===== src/rtl/sbox_pkg.sv =====
`default_nettype none
// ============================================================================
// Module      : sbox_pkg
// Description : S-DES S0/S1 default tables and slice-to-address mapping.
// Revision    : 1.0 - initial release
// ============================================================================
package sbox_pkg;

    typedef enum logic [1:0] {
        DEF_ZERO = 2'd0,
        DEF_S0   = 2'd1,
        DEF_S1   = 2'd2
    } sbox_def_e;

    // Indexed by {row[1:0], col[1:0]}
    localparam logic [1:0] SDES_S0 [16] = '{
        2'd1, 2'd0, 2'd3, 2'd2,
        2'd3, 2'd2, 2'd1, 2'd0,
        2'd0, 2'd2, 2'd1, 2'd3,
        2'd3, 2'd1, 2'd3, 2'd2
    };

    localparam logic [1:0] SDES_S1 [16] = '{
        2'd0, 2'd1, 2'd2, 2'd3,
        2'd2, 2'd0, 2'd1, 2'd3,
        2'd3, 2'd0, 2'd1, 2'd0,
        2'd2, 2'd1, 2'd0, 2'd3
    };

    // Slice of width w -> {s[w-1], s[0], s[w-2:1]}
    function automatic int unsigned sbox_addr(input int unsigned s, input int unsigned w);
        int unsigned row;
        int unsigned col;
        row = (((s >> (w - 32'd1)) & 32'd1) << 1) | (s & 32'd1);
        col = (s >> 1) & ((32'd1 << (w - 32'd2)) - 32'd1);
        return (row << (w - 32'd2)) | col;
    endfunction

endpackage
`default_nettype wire


===== src/rtl/sbox_table.sv =====
`default_nettype none
// ============================================================================
// Module      : sbox_table
// Description : One writable 2^IN_W x OUT_W lookup table with default reload.
// Revision    : 1.0 - initial release
// ============================================================================
module sbox_table
    import sbox_pkg::*;
#(
    parameter int        IN_W     = 4,
    parameter int        OUT_W    = 2,
    parameter sbox_def_e DEF_KIND = DEF_ZERO
) (
    input  logic             clk,
    input  logic             rst_n,
    input  logic             i_we,
    input  logic             i_restore,
    input  logic [IN_W-1:0]  i_waddr,
    input  logic [OUT_W-1:0] i_wdata,
    input  logic [IN_W-1:0]  i_raddr,
    output logic [OUT_W-1:0] o_rdata
);

    localparam int DEPTH    = 2 ** IN_W;
    localparam bit USE_SDES = (IN_W == 4) && (OUT_W == 2);

    function automatic logic [OUT_W-1:0] def_entry(input int idx);
        logic [3:0] k;
        k = idx[3:0];
        if (!USE_SDES || DEF_KIND == DEF_ZERO) return '0;
        else if (DEF_KIND == DEF_S0)           return OUT_W'(SDES_S0[k]);
        return OUT_W'(SDES_S1[k]);
    endfunction

    logic [OUT_W-1:0] r_mem [DEPTH];

    // Restore has priority over a coincident write
    always_ff @(posedge clk or negedge rst_n) begin
        if (!rst_n) begin
            for (int k = 0; k < DEPTH; k++) r_mem[k] <= def_entry(k);
        end else if (i_restore) begin
            for (int k = 0; k < DEPTH; k++) r_mem[k] <= def_entry(k);
        end else if (i_we) begin
            r_mem[i_waddr] <= i_wdata;
        end
    end

    // Combinational read; a write on the same edge is not seen by the capturing stage
    assign o_rdata = r_mem[i_raddr];

endmodule
`default_nettype wire


===== src/rtl/sbox_bank_pipe.sv =====
`default_nettype none
// ============================================================================
// Module      : sbox_bank_pipe
// Description : Two-stage valid/ready pipelined bank of programmable S-boxes.
// Revision    : 1.0 - initial release
// ============================================================================
module sbox_bank_pipe
    import sbox_pkg::*;
#(
    parameter  int N_SBOX = 2,
    parameter  int IN_W   = 4,
    parameter  int OUT_W  = 2,
    localparam int SEL_W  = (N_SBOX > 1) ? $clog2(N_SBOX) : 1
) (
    input  logic                    clk,
    input  logic                    rst_n,
    input  logic                    i_in_valid,
    output logic                    o_in_ready,
    input  logic [N_SBOX*IN_W-1:0]  i_in_data,
    output logic                    o_out_valid,
    input  logic                    i_out_ready,
    output logic [N_SBOX*OUT_W-1:0] o_out_data,
    input  logic                    i_cfg_we,
    input  logic [SEL_W-1:0]        i_cfg_sel,
    input  logic [IN_W-1:0]         i_cfg_addr,
    input  logic [OUT_W-1:0]        i_cfg_data,
    input  logic                    i_cfg_restore
);

    logic                    r_s1_valid;
    logic [N_SBOX*IN_W-1:0]  r_s1_data;
    logic                    r_s2_valid;
    logic [N_SBOX*OUT_W-1:0] r_s2_data;
    logic [N_SBOX*OUT_W-1:0] w_lookup;
    logic                    w_adv1;
    logic                    w_adv2;

    assign w_adv2     = !r_s2_valid || i_out_ready;
    assign w_adv1     = !r_s1_valid || w_adv2;
    assign o_in_ready = w_adv1;

    generate
        for (genvar gi = 0; gi < N_SBOX; gi++) begin : g_sbox
            logic [IN_W-1:0] w_slice;
            logic [IN_W-1:0] w_raddr;
            logic            w_we;

            assign w_slice = r_s1_data[(N_SBOX-gi)*IN_W-1 -: IN_W];
            assign w_raddr = IN_W'(sbox_addr(32'(w_slice), 32'(IN_W)));
            // Out-of-range selects match no table and are dropped here
            assign w_we    = i_cfg_we && (i_cfg_sel == SEL_W'(gi));

            sbox_table #(
                .IN_W     (IN_W),
                .OUT_W    (OUT_W),
                .DEF_KIND ((gi % 2 == 0) ? DEF_S0 : DEF_S1)
            ) u_table (
                .clk       (clk),
                .rst_n     (rst_n),
                .i_we      (w_we),
                .i_restore (i_cfg_restore),
                .i_waddr   (i_cfg_addr),
                .i_wdata   (i_cfg_data),
                .i_raddr   (w_raddr),
                .o_rdata   (w_lookup[(N_SBOX-gi)*OUT_W-1 -: OUT_W])
            );
        end
    endgenerate

    always_ff @(posedge clk or negedge rst_n) begin
        if (!rst_n) begin
            r_s1_valid <= 1'b0;
            r_s1_data  <= '0;
            r_s2_valid <= 1'b0;
            r_s2_data  <= '0;
        end else begin
            if (w_adv1) begin
                r_s1_valid <= i_in_valid;
                if (i_in_valid) r_s1_data <= i_in_data;
            end
            if (w_adv2) begin
                r_s2_valid <= r_s1_valid;
                if (r_s1_valid) r_s2_data <= w_lookup;
            end
        end
    end

    assign o_out_valid = r_s2_valid;
    assign o_out_data  = r_s2_data;

endmodule
`default_nettype wire

===== config.mk =====
export PLATFORM = sky130hd
export DESIGN_NAME = sbox_bank_pipe
export DESIGN_NICKNAME = d
export VERILOG_FILES = /design/src/rtl/sbox_pkg.sv /design/src/rtl/sbox_table.sv /design/src/rtl/sbox_bank_pipe.sv
export SDC_FILE = /design/constraint.sdc
export NUM_CORES = 1
export LEC_CHECK = 0
export BUFFER_PORTS_ARGS = -buffer_cell sky130_fd_sc_hd__buf_2
export CORE_ASPECT_RATIO = 0.6
export CORE_MARGIN = 2
export CORE_UTILIZATION = 40
export CTS_BUF_LIST = sky130_fd_sc_hd__clkbuf_8
export DETAILED_ROUTE_END_ITERATION = 8
export PLACE_DENSITY_LB_ADDON = 0.12
export SETUP_SLACK_MARGIN = 0.05
export SYNTH_ARGS = -nofsm -noshare
export SYNTH_HDL_FRONTEND = slang
export SYNTH_SLANG_ARGS = --single-unit
export TNS_END_PERCENT = 1

===== constraint.sdc =====
create_clock -name clk -period 2.7 [get_ports clk]
set_input_delay 0.135 -clock clk [delete_from_list [all_inputs] [get_ports clk]]
set_output_delay 0.135 -clock clk [all_outputs]
set_load 0.03 [all_outputs]

# [Yosys cells after proc, flatten, opt, wreduce, memory -nomap -nowiden]
# Index checks and enable logic that the tools add are counted.
# Widths: inputs -> output; s select.
[totals] ff_bits=78 out_inout_bits=6
[op_classes] n_mux=22 n_reduce_logical=11 n_lt_le_gt_ge=4 bitwise_logic=8
[op_table] cell="$mux 32" n=4
[op_table] cell="$bwmux 32" n=2
[op_table] cell="$bmux 2 s4" n=2
[op_table] cell="$mux 2" n=8
[op_table] cell="$ge 5x5->1 const B" n=3
[op_table] cell="$not 4->5" n=3
[op_table] cell="$demux 2 s4" n=1
[op_table] cell="$or 4x2->4" n=2
[op_table] cell="$lt 5x1->1 const B" n=1
[op_table] cell="$mux 1" n=5
[op_table] cell="$or 2x1->2" n=2
[op_table] cell="$reduce_and 2->1" n=2
[op_table] cell="$reduce_bool 2->1" n=2
[op_table] cell="$logic_and 1x1->1" n=3
[op_table] cell="$logic_not 1->1" n=2
[op_table] cell="$logic_or 1x1->1" n=2
[op_table] cell="$not 1->1" n=1

# [Longest topological paths before layout]
# Gate-level depths: netlist of the first run.
[depth] word_depth=8 depth_mapped=6 mapped_depth_nobuf=4

# [By module]
# A second synthesis of the first run with hierarchy kept.
[hier_totals] cells_unflattened=378 area_unflattened_um2=4097.7
[by_module_without_submodules] module="sbox_table at g_sbox[0].u_table" area_per_inst_um2=1774.2 instances=1 cells_per_inst=172 seq_area_each_um2=823.3
[by_module_without_submodules] module="sbox_table at g_sbox[1].u_table" area_per_inst_um2=1769.2 instances=1 cells_per_inst=172 seq_area_each_um2=819.5
[by_module_without_submodules] module="sbox_bank_pipe" area_per_inst_um2=554.3 instances=1 cells_per_inst=34 seq_area_each_um2=350.3

# [Least setup slack after synthesis of the first run]
# OpenSTA, ideal clock, no wires.
[synth_path] path_type="reg2reg" start="register r_s2_valid, in the netlist o_out_valid" end="register r_s1_data[0]" path_buffers=0 path_stages_with_launch=4 t_arrival_ns=1.569 slack_ns=1.006 period_less_slack_ns=1.694 cell_sequence="dfrtp_1 nand3b_1 nand2_1 mux2_2"
[synth_via] elab_chain_cells=4
[synth_lines] element="start, declared" line_no="sbox_bank_pipe.sv:32" source="logic r_s2_valid;"
[synth_lines] element="start signal, assigned" line_no="sbox_bank_pipe.sv:82" source="r_s2_valid <= r_s1_valid;"
[synth_lines] element="$logic_not 1->1" line_no="sbox_bank_pipe.sv:38" source="assign w_adv2 = !r_s2_valid || i_out_ready;"
[synth_lines] element="$logic_or 1x1->1" line_no="sbox_bank_pipe.sv:38"
[synth_lines] element="$logic_or 1x1->1" line_no="sbox_bank_pipe.sv:39" source="assign w_adv1 = !r_s1_valid || w_adv2;"
[synth_lines] element="named net o_in_ready" line_no="sbox_bank_pipe.sv:18" source="output logic o_in_ready,"
[synth_lines] element="$reduce_and 2->1 (no source line)"
[synth_lines] element="end signal, assigned" line_no="sbox_bank_pipe.sv:79" source="if (i_in_valid) r_s1_data <= i_in_data;"
[synth_lines] element="end, declared" line_no="sbox_bank_pipe.sv:31" source="logic [N_SBOX*IN_W-1:0] r_s1_data;"
# The timed path passes the listed nets, and every way through them passes these cells.
# A chain may end at the register's enable or synchronous reset.

# [Worst setup path in the final report of the first run]
[layout_path] start="register r_s1_data[6]" end="register r_s2_data[3], in the netlist o_out_data[3]"
[layout_via] elab_chain_cells=5
[layout_lines] element="$or 4x2->4" line_no="sbox_pkg.sv:36" source="return (row << (w - 32'd2)) | col;"
[layout_lines] element="$not 4->5 (implied by the code)" line_no="sbox_table.sv:49" source="assign o_rdata = r_mem[i_raddr];"
[layout_lines] element="$bmux 2 s4" line_no="sbox_table.sv:49"
[layout_lines] element="$mux 2 (implied by the code) (2 in a row)" line_no="sbox_table.sv:49"
[layout_lines] element="end signal, assigned" line_no="sbox_bank_pipe.sv:83" source="if (r_s1_valid) r_s2_data <= w_lookup;"
[layout_lines] element="end, declared" line_no="sbox_bank_pipe.sv:33" source="logic [N_SBOX*OUT_W-1:0] r_s2_data;"
# Every way passes these cells. The select of a mux whose other input is x is not followed.

==> impl_results.rst, run 1 <==
.. list-table::
   :header-rows: 1

   * - Metric
     - Value
   * - Status
     - finished clean
   * - Maximum vdd drop
     - 0.229 mV
   * - Overall Global Routing Usage
     - 20.4%
   * - Global-route wire length before repair
     - 17.5 mm
   * - Buffers inserted by post-CTS timing repair
     - 0
   * - CTS resizes
     - 0
   * - Arr. time, crit path
     - around 2100 ps
   * - Vias in the first global route
     - slightly below 3,000
   * - Placeable Area
     - 9980 um^2
   * - Setup repair after global routing missed its margin
     - no
   * - Latest clock arrival within the worst-skew pair
     - 360 ps
   * - Post-Syn Area per Cell
     - 10.5 um^2
   * - Count of flip-flops with a built-in enable after synthesis
     - 0
   * - TritonCTS Buffers
     - 9
   * - Filler cells
     - 955
   * - Drt pass-1 iters
     - 4
   * - Total Routed Length
     - 10.9 mm
   * - Synth Warn #
     - 0
   * - Pleak
     - 0.00189 uW
   * - Ant. Diodes
     - 0
   * - Total area of multi-input combinational cells
     - 1970 um^2
   * - Clock slew at reported path FFs
     - around 80 ps
   * - Combined flip-flop and latch cell area
     - 1990 um^2
   * - Fin crit period
     - 1880 ps
   * - Register-to-Register Setup Slack
     - 820 ps
   * - Initial core utilization
     - between 40% and 50%
   * - Cells along the critical path
     - mux4_2, o22ai_1, nor4_1, a211o_1
   * - Final weighted congestion in routability-driven placement
     - 0.800
   * - Number of cells on the worst reg-to-reg path
     - 4
   * - Post-DR wirelength/cell
     - between 15 and 20 um
   * - Category of the worst setup path capture point
     - flop
   * - Most frequent cell after synthesis
     - sky130_fd_sc_hd__nand2_1
   * - Synth top area share
     - 27.1%
   * - Final Cycle Share
     - a little over two thirds
   * - Half-perimeter wire length after detailed placement
     - 7.12 mm
   * - Number of core rows
     - 28
   * - Endpoint of the worst hold path
     - r_s1_data[1]
   * - Count of nets left with antenna violations after detail routing
     - 0
   * - Total standard cell area after synthesis
     - ~4200 um^2
   * - Area of all placed cells without fillers
     - between 4000 and 5000 um^2
   * - Dominant register cell in the synthesized netlist
     - sky130_fd_sc_hd__dfrtp_1
   * - Summed negative setup slack over all endpoints
     - 0 ps
   * - Synth area leaders
     - sky130_fd_sc_hd__dfrtp_1, sky130_fd_sc_hd__dfstp_2, sky130_fd_sc_hd__nand2_1
   * - Setup-failing EPs final
     - 0
   * - Pins over their slew limit
     - 0
   * - Hold path startpoint
     - i_in_data[1]
   * - TritonCTS Sinks
     - 78
   * - CTS tree
     - built
   * - Die width
     - 136 um
   * - Critical R2R Launch
     - r_s1_data[6]
   * - Proportion of synthesized flip-flops having asynchronous set or reset
     - 100%
   * - Endpoint of the worst register-to-register path
     - o_out_data[3]
   * - Register bit count reported by yosys
     - 78
   * - Pwr dens
     - just under 600 nW/um^2
   * - Maximum level of the CTS H-tree
     - 3
   * - Slowest Stage Delay on Critical Path
     - 730 ps
   * - Register area share after synthesis
     - 47.9%
   * - Via/cell ratio
     - 5.59
   * - Crit path kind
     - reg2reg
   * - Remaining routing DRC violations
     - 0
   * - Hold crit path type
     - in2reg
   * - Max_slew headroom
     - about a third
   * - DP Area
     - 4290 um^2
   * - Number of buffers inserted by port buffering
     - 26
   * - Number of DRC violations after detailed-routing iteration 0
     - 331
   * - Peak clock frequency supported by timing
     - around 530 MHz
   * - Finished Core Util
     - a little under half
   * - Fraction of layout cells with a size suffix above 1
     - 27.4%
   * - Hold Fails Final Rpt
     - 0
   * - Yosys cell types
     - 41
   * - Cells on Worst Hold Path
     - 2
   * - Most frequent cells after synthesis
     - sky130_fd_sc_hd__nand2_1, sky130_fd_sc_hd__dfrtp_1, sky130_fd_sc_hd__dfstp_2
   * - Die extent in y
     - 83.0 um
   * - Largest net degree at the start of global routing
     - 79
   * - Layout Skew
     - 9.55 ps
   * - Setup crit start kind
     - flop
   * - Post-Syn Instances
     - slightly below 400
   * - # Max-Cap Violations
     - 0
   * - Number of buffers inserted for hold repair after clock tree synthesis
     - 6
   * - CP Max Fanout
     - 16
   * - Number of vias in the routed layout
     - 3,078
   * - Worst Max-Slew Pin Slew
     - 1010 ps
   * - Root buf cell
     - sky130_fd_sc_hd__clkbuf_8
   * - Critical path required time
     - 2950 ps
   * - Slowest CP cell
     - sky130_fd_sc_hd__dfrtp_1
   * - Remaining global-route overflow
     - 0
   * - Number of top-level design ports
     - 27
   * - Library cell with the largest summed area after synthesis
     - sky130_fd_sc_hd__dfrtp_1
   * - Net count after synthesis
     - roughly 420
   * - Count of nets after finishing
     - around 430
   * - Total die area
     - 11,300 um^2
   * - Area growth syn-to-layout
     - 10.1%
   * - Buffers from clock root to sink, at most
     - 2
   * - Antenna violations before repair
     - 0
## per-stage QoR
step	worst slack [ps]	hold WS (ps)	std cells	power, uW
after CTS	792	2.78	550	2740
after global placement	856	347	528	1710
after global routing	686	11.6	551	2830
after detailed placement	801	346	528	1720
final	824	10.9	551	2710
after floorplan	1010	-161	398	1610
## critical path, delay by kind of cell (launching register included)
kind / cells / cell delay (ps)
muxes: 1 / 590
AOI/OAI and AO/OA: 2 / 380
DFF: 1 / 730
and+or+nand+nor: 1 / 70
## report_power, final
group | switching [uW] | internal [uW] | total (uW)
clock network | 441 | 565 | 1010
registers | 83.4 | 1220 | 1310
logic | 232 | 170 | 402
## per-layer routing
| layer | global-route usage [%] | share of wire (%) | routed length (um) | vias to the layer above |
|---|---|---|---|---|
| met2 | 23.0 | 35 | 3870 | 120 |
| met1 | 36.3 | 54 | 5910 | 1507 |
| met5 | 0 | 0 | 0 | - |
| met4 | 4.26 | 0.62 | 68 | 0 |
| li1 | - | - | - | 1446 |
| met3 | 5.07 | 9.7 | 1050 | 5 |
## final cells by class
type | count | area share (%)
clock inverters | 5 | 1.61
well taps | 135 | 3.69
flip-flops and latches | 78 | 43.5
multi-input cells | 285 | 42.9
repair buffers | 36 | 4.92
inverters | 1 | 0.0819
clock buffers | 11 | 3.30
## worst max path at each step
stage | start | to | slack (ps) | depth (start not counted)
2_1_floorplan | o_out_valid | r_s1_data[0] | 1010 | 3
3_3_place_gp | r_s1_data[6] | o_out_data[3] | 860 | 4
3_5_place_dp | r_s1_data[6] | o_out_data[3] | 800 | 4
4_1_cts | r_s1_data[6] | o_out_data[3] | 790 | 4
5_1_grt | r_s1_data[6] | o_out_data[3] | 690 | 4
6_report | r_s1_data[6] | o_out_data[3] | 820 | 4
## registers in the layout, summed over array words and instances (netlist names)
| register | count |
|---|---|
| g_sbox.u_table.r_mem | 64 |
| o_out_data | 4 |
| o_out_valid | 1 |
| r_s1_data | 8 |
| r_s1_valid | 1 |
## kinds of logic (layout without fill, tap and decap cells)
| kind of cell | Yosys count | count (layout) | share of synthesized area (%) |
|---|---|---|---|
| flops | 78 | 78 | 47.9 |
| mux | 42 | 42 | 13.0 |
| buf+inv | 35 | 53 | 4.87 |
| compound gates | 81 | 81 | 11.9 |
| simple gates | 162 | 162 | 22.3 |
## placed cells by master (no fill, tap or decap), drive strengths merged, types with 3 or more instances in the layout
cell         synthesis  final
nand2               53     53
o22ai                5      5
or3                  3      3
nand2b              18     18
nand3b              12     12
a211o               15     15
a21oi               26     26
nor2b                8      8
nor2                23     23
nor4                 3      3
and3                12     12
a211oi               6      6
buf                 17     29
mux2i               16     16
mux2                18     18
clkbuf              17     11
nor3                 4      4
and4bb               3      3
nand3               17     17
dlygate4sd3          0      7
o21ai               25     25
dfstp               33     33
dfrtp               45     45
nand4b               3      3
mux4                 8      8
Note: power is estimated with default switching activity, not from simulation.
==> inputs of run 2 (changes only) <==
- clock period: 2.7 -> 1.81 ns (I/O delays scaled with it)
==> run 2 against run 1 <==
  * Setup slack got worse by 650 ps
  * Combinational power increased by 70%
  * Hold slack improved by 52 ps
  * Global-route usage increased by 0.51 points
  * Wire length increased by 1.6%
  * Largest cell class unchanged
  * Design area increased by 3.7%
  * Total power increased by 51%
  * Clock skew decreased by 2.4 ps
  * Critical path depth increased by 1
  * Non-clock buffer count increased by 20
==> impl_results.rst, run 2 (same netlist as run 1, synthesis figures left out) <==
.. list-table::
   :header-rows: 1

   * - Metric
     - Value
   * - Antenna violations before repair
     - 0 (unchanged)
   * - Global-route wire length before repair
     - 17.8 mm (was 17.5 mm)
   * - # Max-Cap Violations
     - 0 (unchanged)
   * - Peak clock frequency supported by timing
     - 613 MHz (was 533 MHz)
   * - Arr. time, crit path
     - 1880 ps (was 2130 ps)
   * - Hold path startpoint
     - i_out_ready (was i_in_data[1])
   * - Die width
     - 136 um (unchanged)
   * - Endpoint of the worst hold path
     - r_s1_valid (was r_s1_data[1])
   * - Critical path required time
     - 2060 ps (was 2950 ps)
   * - Ant. Diodes
     - 0 (unchanged)
   * - Category of the worst setup path capture point
     - flop (unchanged)
   * - CP Max Fanout
     - 12 (was 16)
   * - Count of nets after finishing
     - 452 (was 432)
   * - Pins over their slew limit
     - 0 (unchanged)
   * - Area growth syn-to-layout
     - 14.2% (was 10.1%)
   * - Pleak
     - 0.00198 uW (was 0.00189 uW)
   * - Remaining routing DRC violations
     - 0 (unchanged)
   * - Finished Core Util
     - 47.6% (was 45.9%)
   * - Pwr dens
     - 860 nW/um^2 (was 592 nW/um^2)
   * - Maximum vdd drop
     - 0.363 mV (was 0.229 mV)
   * - Placeable Area
     - 9980 um^2 (unchanged)
   * - TritonCTS Sinks
     - 78 (unchanged)
   * - Layout Skew
     - 7.13 ps (was 9.55 ps)
   * - Endpoint of the worst register-to-register path
     - o_out_data[1] (was o_out_data[3])
   * - Register name with the most flops
     - g_sbox.u_table.r_mem (unchanged)
   * - Final Cycle Share
     - 90.2% (was 69.5%)
   * - Number of DRC violations after detailed-routing iteration 0
     - 220 (was 331)
   * - Fin crit period
     - 1630 ps (was 1880 ps)
   * - Number of top-level design ports
     - 27 (unchanged)
   * - Maximum level of the CTS H-tree
     - 3 (unchanged)
   * - Buffers from clock root to sink, at most
     - 2 (unchanged)
   * - Remaining global-route overflow
     - 0 (unchanged)
   * - Number of vias in the routed layout
     - 3,168 (was 3,078)
   * - Register-to-Register Setup Slack
     - 180 ps (was 820 ps)
   * - Number of core rows
     - 28 (unchanged)
   * - Number of buffers inserted by port buffering
     - 26 (unchanged)
   * - Clock slew at reported path FFs
     - 90 ps (was 80 ps)
   * - TritonCTS Buffers
     - 9 (unchanged)
   * - Hold Fails Final Rpt
     - 0 (unchanged)
   * - Drt pass-1 iters
     - 5 (was 4)
   * - Buffers inserted by post-CTS timing repair
     - 0 (unchanged)
   * - Overall Global Routing Usage
     - 20.9% (was 20.4%)
   * - Die extent in y
     - 83.0 um (unchanged)
   * - Top library cells by usage in the layout, fill and taps aside
     - sky130_fd_sc_hd__nand2_1, sky130_fd_sc_hd__dfrtp_1, sky130_fd_sc_hd__dfstp_2, sky130_fd_sc_hd__a21oi_1, sky130_fd_sc_hd__buf_2 (unchanged)
   * - Latest clock arrival within the worst-skew pair
     - 360 ps (about the same)
   * - Status
     - finished clean (unchanged)
   * - Most common cell after layout, fill and taps aside
     - sky130_fd_sc_hd__nand2_1 (unchanged)
   * - Fraction of layout cells with a size suffix above 1
     - 30.5% (was 27.4%)
   * - Via/cell ratio
     - 5.55 (was 5.59)
   * - Summed negative setup slack over all endpoints
     - 0 ps (unchanged)
   * - Root buf cell
     - sky130_fd_sc_hd__clkbuf_8 (unchanged)
   * - Half-perimeter wire length after detailed placement
     - 7.82 mm (was 7.12 mm)
   * - Initial core utilization
     - 41.7% (unchanged)
   * - Setup repair after global routing missed its margin
     - yes (was no)
   * - Crit path kind
     - reg2reg (unchanged)
   * - Final weighted congestion in routability-driven placement
     - 0.936 (was 0.800)
   * - Post-DR wirelength/cell
     - 19.4 um (was 19.8 um)
   * - Setup-failing EPs final
     - 0 (unchanged)
   * - Hold crit path type
     - in2reg (unchanged)
   * - Largest net degree at the start of global routing
     - 37 (was 79)
   * - CTS tree
     - built (unchanged)
   * - Critical R2R Launch
     - r_s1_data[2] (was r_s1_data[6])
   * - Total die area
     - 11,300 um^2 (unchanged)
   * - Setup crit start kind
     - flop (unchanged)
   * - Worst Max-Slew Pin Slew
     - 699 ps (was 1010 ps)
   * - Total Routed Length
     - 11.1 mm (was 10.9 mm)
   * - Count of nets left with antenna violations after detail routing
     - 0 (unchanged)
   * - Number of flip-flops under the largest register name
     - 64 (unchanged)
   * - Cells on Worst Hold Path
     - 3 (was 2)
   * - Vias in the first global route
     - 3,108 (was 2,970)
   * - Max_slew headroom
     - 53.4% (was 32.6%)
   * - Number of cells on the worst reg-to-reg path
     - 5 (was 4)
## run 2: changes by cell type in the layout (fill, tap and decap cells not counted), sizes merged
cell and delta:
clkinv -2, buf +17, dlygate4sd3 +3, clkbuf -1, clkinvlp +3
## run 2: what timing repair did
item	CTS	global route
endpoints found under the setup margin	0	4
gates resized for setup	0	2
hold endpoints to repair	48	0
hold buffers	10	0
## run 2: worst max path at each step
stage	from	endpoint	slack [ps]	cells after the start
after floorplan	o_out_valid	r_s1_data[0]	120	3
after global placement	r_s1_data[2]	o_out_data[1]	160	5
after detailed placement	r_s1_data[2]	o_out_data[1]	120	5
after CTS	r_s1_data[6]	o_out_data[2]	110	5
after global routing	r_s1_data[6]	o_out_data[2]	50	5
final	r_s1_data[2]	o_out_data[1]	180	5
## run 2: per-layer routing
layer | vias to the layer above | wire length, um | part of all wire [%] | GRT usage, %
li1 | 1492 | - | - | -
met1 | 1577 | 6180 | 56 | 35.1
met2 | 97 | 4180 | 38 | 26.0
met3 | 2 | 690 | 6.2 | 5.43
met4 | 0 | 19 | 0.17 | 4.26
met5 | - | 0 | 0 | 0
## run 2: report_power, final
part	internal (uW)	total, uW	leakage (uW)	switching, uW
sequential	1830	1920	0.000941	94.4
clock	809	1490	0.000106	676
combinational	292	685	0.000929	393
total	2930	4090	0.00198	1160
## run 2: cell type report
| cell class | count | area [um^2] |
|---|---|---|
| Inverter | 1 | 3.75 |
| Sequential cell | 78 | 2000 |
| Clock inverter | 6 | 86.3 |
| Timing Repair Buffer | 56 | 395 |
| Clock buffer | 10 | 138 |
| Tap cell | 135 | 169 |
| Fill cell | 963 | 5230 |
| Multi-Input combinational cell | 285 | 1970 |
## run 2: worst max-delay path, cell delays in order, from the launching register on
cell and delay (ps):
sky130_fd_sc_hd__dfrtp_2 440, sky130_fd_sc_hd__buf_4 220, sky130_fd_sc_hd__mux2_2 350, sky130_fd_sc_hd__o31ai_1 210, sky130_fd_sc_hd__nor3_1 90, sky130_fd_sc_hd__a211o_1 220
## run 2: per-stage QoR
stage | hold WS, ps | instance area (um^2) | power (uW) | setup WS [ps] | std cells
after floorplan | -205 | 4160 | 2400 | 116 | 398
after global placement | 43.3 | 4430 | 2610 | 163 | 545
after detailed placement | 45.6 | 4430 | 2620 | 123 | 545
after CTS | 43.3 | 4750 | 4140 | 109 | 571
after global routing | 64.0 | 4750 | 4290 | 49.4 | 571
final | 62.5 | 4750 | 4090 | 178 | 571
==> inputs of run 3 (changes only) <==
==> constraint.sdc (replaced) <==
create_clock -name clk -period 1.81 [get_ports clk]
set_input_delay 0.181 -clock clk [delete_from_list [all_inputs] [get_ports clk]]
set_output_delay 0.181 -clock clk [all_outputs]
set_load 0.03 [all_outputs]
==> run 3 against run 2 <==
  * Sequential power barely moved
  * Design area decreased by 2.6%
  * Utilization down 1.3 points
  * First-iteration DRC count is 15% higher
  * Global-route usage rose by 0.59 points
  * Count of clock-buffer cells in the layout up 1
  * Combinational power is essentially flat
  * Total power down 6.7%
  * Critical path type unchanged
==> impl_results.rst, run 3 (same netlist as run 1, synthesis figures left out) <==
.. list-table::
   :header-rows: 1

   * - Metric
     - Value
   * - Status
     - finished clean (unchanged)
   * - Post-placement cell count
     - 543 (was 545)
   * - Overall Global Routing Usage
     - 21.5% (was 20.9%)
   * - Number of core rows
     - 28 (unchanged)
   * - Maximum vdd drop
     - 0.453 mV (was 0.363 mV)
   * - Hold path startpoint
     - i_in_valid (was i_out_ready)
   * - Count of nets left with antenna violations after detail routing
     - 0 (unchanged)
   * - Summed negative setup slack over all endpoints
     - 0 ps (unchanged)
   * - Top library cells by usage in the layout, fill and taps aside
     - sky130_fd_sc_hd__nand2_1, sky130_fd_sc_hd__dfrtp_1, sky130_fd_sc_hd__dfstp_2, sky130_fd_sc_hd__a21oi_1, sky130_fd_sc_hd__buf_2 (unchanged)
   * - Antenna violations before repair
     - 0 (unchanged)
   * - Post-DR wirelength/cell
     - 20.6 um (was 19.4 um)
   * - Number of flip-flops under the largest register name
     - 64 (unchanged)
   * - Register name with the most flops
     - g_sbox.u_table.r_mem (unchanged)
   * - Total stage count of the critical path
     - 5 (unchanged)
   * - Slowest CP cell
     - sky130_fd_sc_hd__dfrtp_1 (was sky130_fd_sc_hd__dfrtp_2)
   * - Total power after layout
     - 3820 uW (was 4090 uW)
   * - Remaining global-route overflow
     - 0 (unchanged)
   * - Buffers from clock root to sink, at most
     - 2 (unchanged)
   * - Critical path required time
     - 2060 ps (about the same)
   * - Filler cells
     - 953 (was 963)
   * - Worst Max-Slew Pin Slew
     - 592 ps (was 699 ps)
   * - Arr. time, crit path
     - 1950 ps (was 1880 ps)
   * - Final non-filler cell total
     - 562 (was 571)
   * - Number of DRC violations after detailed-routing iteration 0
     - 253 (was 220)
   * - Vias in the first global route
     - 2,978 (was 3,108)
   * - Number of top-level design ports
     - 27 (unchanged)
   * - Via/cell ratio
     - 5.64 (was 5.55)
   * - Pwr dens
     - 825 nW/um^2 (was 860 nW/um^2)
   * - Ant. Diodes
     - 0 (unchanged)
   * - Setup-failing EPs final
     - 0 (unchanged)
   * - Drt pass-1 iters
     - 5 (unchanged)
   * - Remaining routing DRC violations
     - 0 (unchanged)
   * - Number of cells on the worst reg-to-reg path
     - 5 (unchanged)
   * - Register-to-Register Setup Slack
     - 110 ps (was 180 ps)
   * - Setup repair after global routing missed its margin
     - yes (unchanged)
   * - Setup crit end
     - o_out_data[0] (was o_out_data[1])
   * - Latest clock arrival within the worst-skew pair
     - 370 ps (was 360 ps)
   * - Number of buffers inserted by port buffering
     - 26 (unchanged)
   * - Pleak
     - 0.00193 uW (was 0.00198 uW)
   * - Initial core utilization
     - 41.7% (unchanged)
   * - Total die area
     - 11,300 um^2 (unchanged)
   * - Clock slew at reported path FFs
     - 80 ps (was 90 ps)
   * - Fraction of layout cells with a size suffix above 1
     - 30.9% (was 30.5%)
   * - Most common cell after layout, fill and taps aside
     - sky130_fd_sc_hd__nand2_1 (unchanged)
   * - Hold Fails Final Rpt
     - 0 (unchanged)
   * - Fin crit period
     - 1700 ps (was 1630 ps)
   * - # Max-Cap Violations
     - 0 (unchanged)
   * - Worst setup slack after placement
     - 94.3 ps (was 123 ps)
   * - TritonCTS Sinks
     - 78 (unchanged)
   * - CTS tree
     - built (unchanged)
   * - CP Max Fanout
     - 8 (was 12)
   * - Crit path kind
     - reg2reg (unchanged)
   * - Critical R2R Launch
     - r_s1_data[2] (unchanged)
   * - Final weighted congestion in routability-driven placement
     - 0.887 (was 0.936)
   * - Die width
     - 136 um (unchanged)
   * - Setup crit start kind
     - flop (unchanged)
   * - Cells along the critical path
     - buf_4, mux2_2, o22ai_1, nor3_1, a211o_1 (was buf_4, mux2_2, o31ai_1, nor3_1, a211o_1)
   * - Pins over their slew limit
     - 0 (unchanged)
   * - Cell type group with the largest total delay on the critical path
     - flip-flops (unchanged)
   * - Final setup margin
     - 109 ps (was 178 ps)
   * - Max_slew headroom
     - 60.6% (was 53.4%)
   * - Placeable Area
     - 9980 um^2 (unchanged)
   * - Total Routed Length
     - 11.6 mm (was 11.1 mm)
   * - Slowest Stage Delay on Critical Path
     - 530 ps (was 440 ps)
   * - Beginning of the critical path
     - r_s1_data[2] (unchanged)
   * - Endpoint of the worst register-to-register path
     - o_out_data[0] (was o_out_data[1])
   * - TritonCTS Buffers
     - 9 (unchanged)
   * - Global-route wire length before repair
     - 18.1 mm (was 17.8 mm)
   * - Largest net degree at the start of global routing
     - 65 (was 37)
   * - Hold crit path type
     - in2reg (unchanged)
   * - Root buf cell
     - sky130_fd_sc_hd__clkbuf_8 (unchanged)
   * - Category of the worst setup path capture point
     - flop (unchanged)
   * - Maximum level of the CTS H-tree
     - 3 (unchanged)
   * - Die extent in y
     - 83.0 um (unchanged)
   * - Count of nets after finishing
     - 443 (was 452)
   * - Peak clock frequency supported by timing
     - 588 MHz (was 613 MHz)
   * - Area growth syn-to-layout
     - 11.2% (was 14.2%)
   * - Half-perimeter wire length after detailed placement
     - 8.03 mm (was 7.82 mm)
   * - Final Cycle Share
     - 94.0% (was 90.2%)
   * - Number of vias in the routed layout
     - 3,167 (was 3,168)
   * - Number of buffer and inverter instances along the worst setup path
     - 1 (unchanged)
   * - Layout Skew
     - 8.67 ps (was 7.13 ps)
-- run 3: repair_timing --
| action | CTS | global route |
|---|---|---|
| endpoints found under the hold margin | 15 | 0 |
| gates resized for setup | 0 | 1 |
| hold buffers | 1 | 0 |
| endpoints found under the setup margin | 0 | 4 |
| buffers inserted | 0 | 2 |
-- run 3: final cells by class --
| cell class | instances | area [um^2] | area share, % |
|---|---|---|---|
| clock buffer | 11 | 151 | 3.27 |
| clock inverter | 5 | 26.3 | 0.568 |
| inverter | 1 | 3.75 | 0.0811 |
| multi-input combinational | 285 | 1970 | 42.5 |
| sequential | 78 | 1990 | 43.1 |
| tap | 135 | 169 | 3.65 |
| timing repair buffer | 47 | 318 | 6.87 |
-- run 3: metal layers --
metal,share of wire [%],global-route usage (%)
met5,0,0
met4,0.38,4.64
met3,9.5,8.24
met2,36,24.3
met1,54,36.4
-- run 3: per-stage QoR --
step,util (%),cell area [um^2],hold slack (ps)
2_1_floorplan,-,4160,-115
3_3_place_gp,44.3,4420,125
3_5_place_dp,44.3,4420,130
4_1_cts,46.2,4610,22.3
5_1_grt,46.4,4630,31.5
6_report,46.4,4630,30.1
-- run 3: worst register-to-register path: stages (launching register included) --
cell	delay, ps
sky130_fd_sc_hd__dfrtp_1	530
sky130_fd_sc_hd__buf_4	230
sky130_fd_sc_hd__mux2_2	340
sky130_fd_sc_hd__o22ai_1	150
sky130_fd_sc_hd__nor3_1	60
sky130_fd_sc_hd__a211o_1	270
-- run 3: how the worst min path moves through the flow --
stage / endpoint / cells after the start
floorplan: g_sbox[0].u_table.r_mem[0] / 0
global placement: g_sbox[1].u_table.r_mem[5] / 1
detailed placement: g_sbox[1].u_table.r_mem[5] / 1
CTS: r_s1_valid / 2
global route: r_s1_valid / 2
finish: r_s1_valid / 2
-- run 3: power by group --
part	internal, uW	switching, uW	total (uW)
sequential	1820	95.9	1920
combinational	289	396	686
clock	561	650	1210
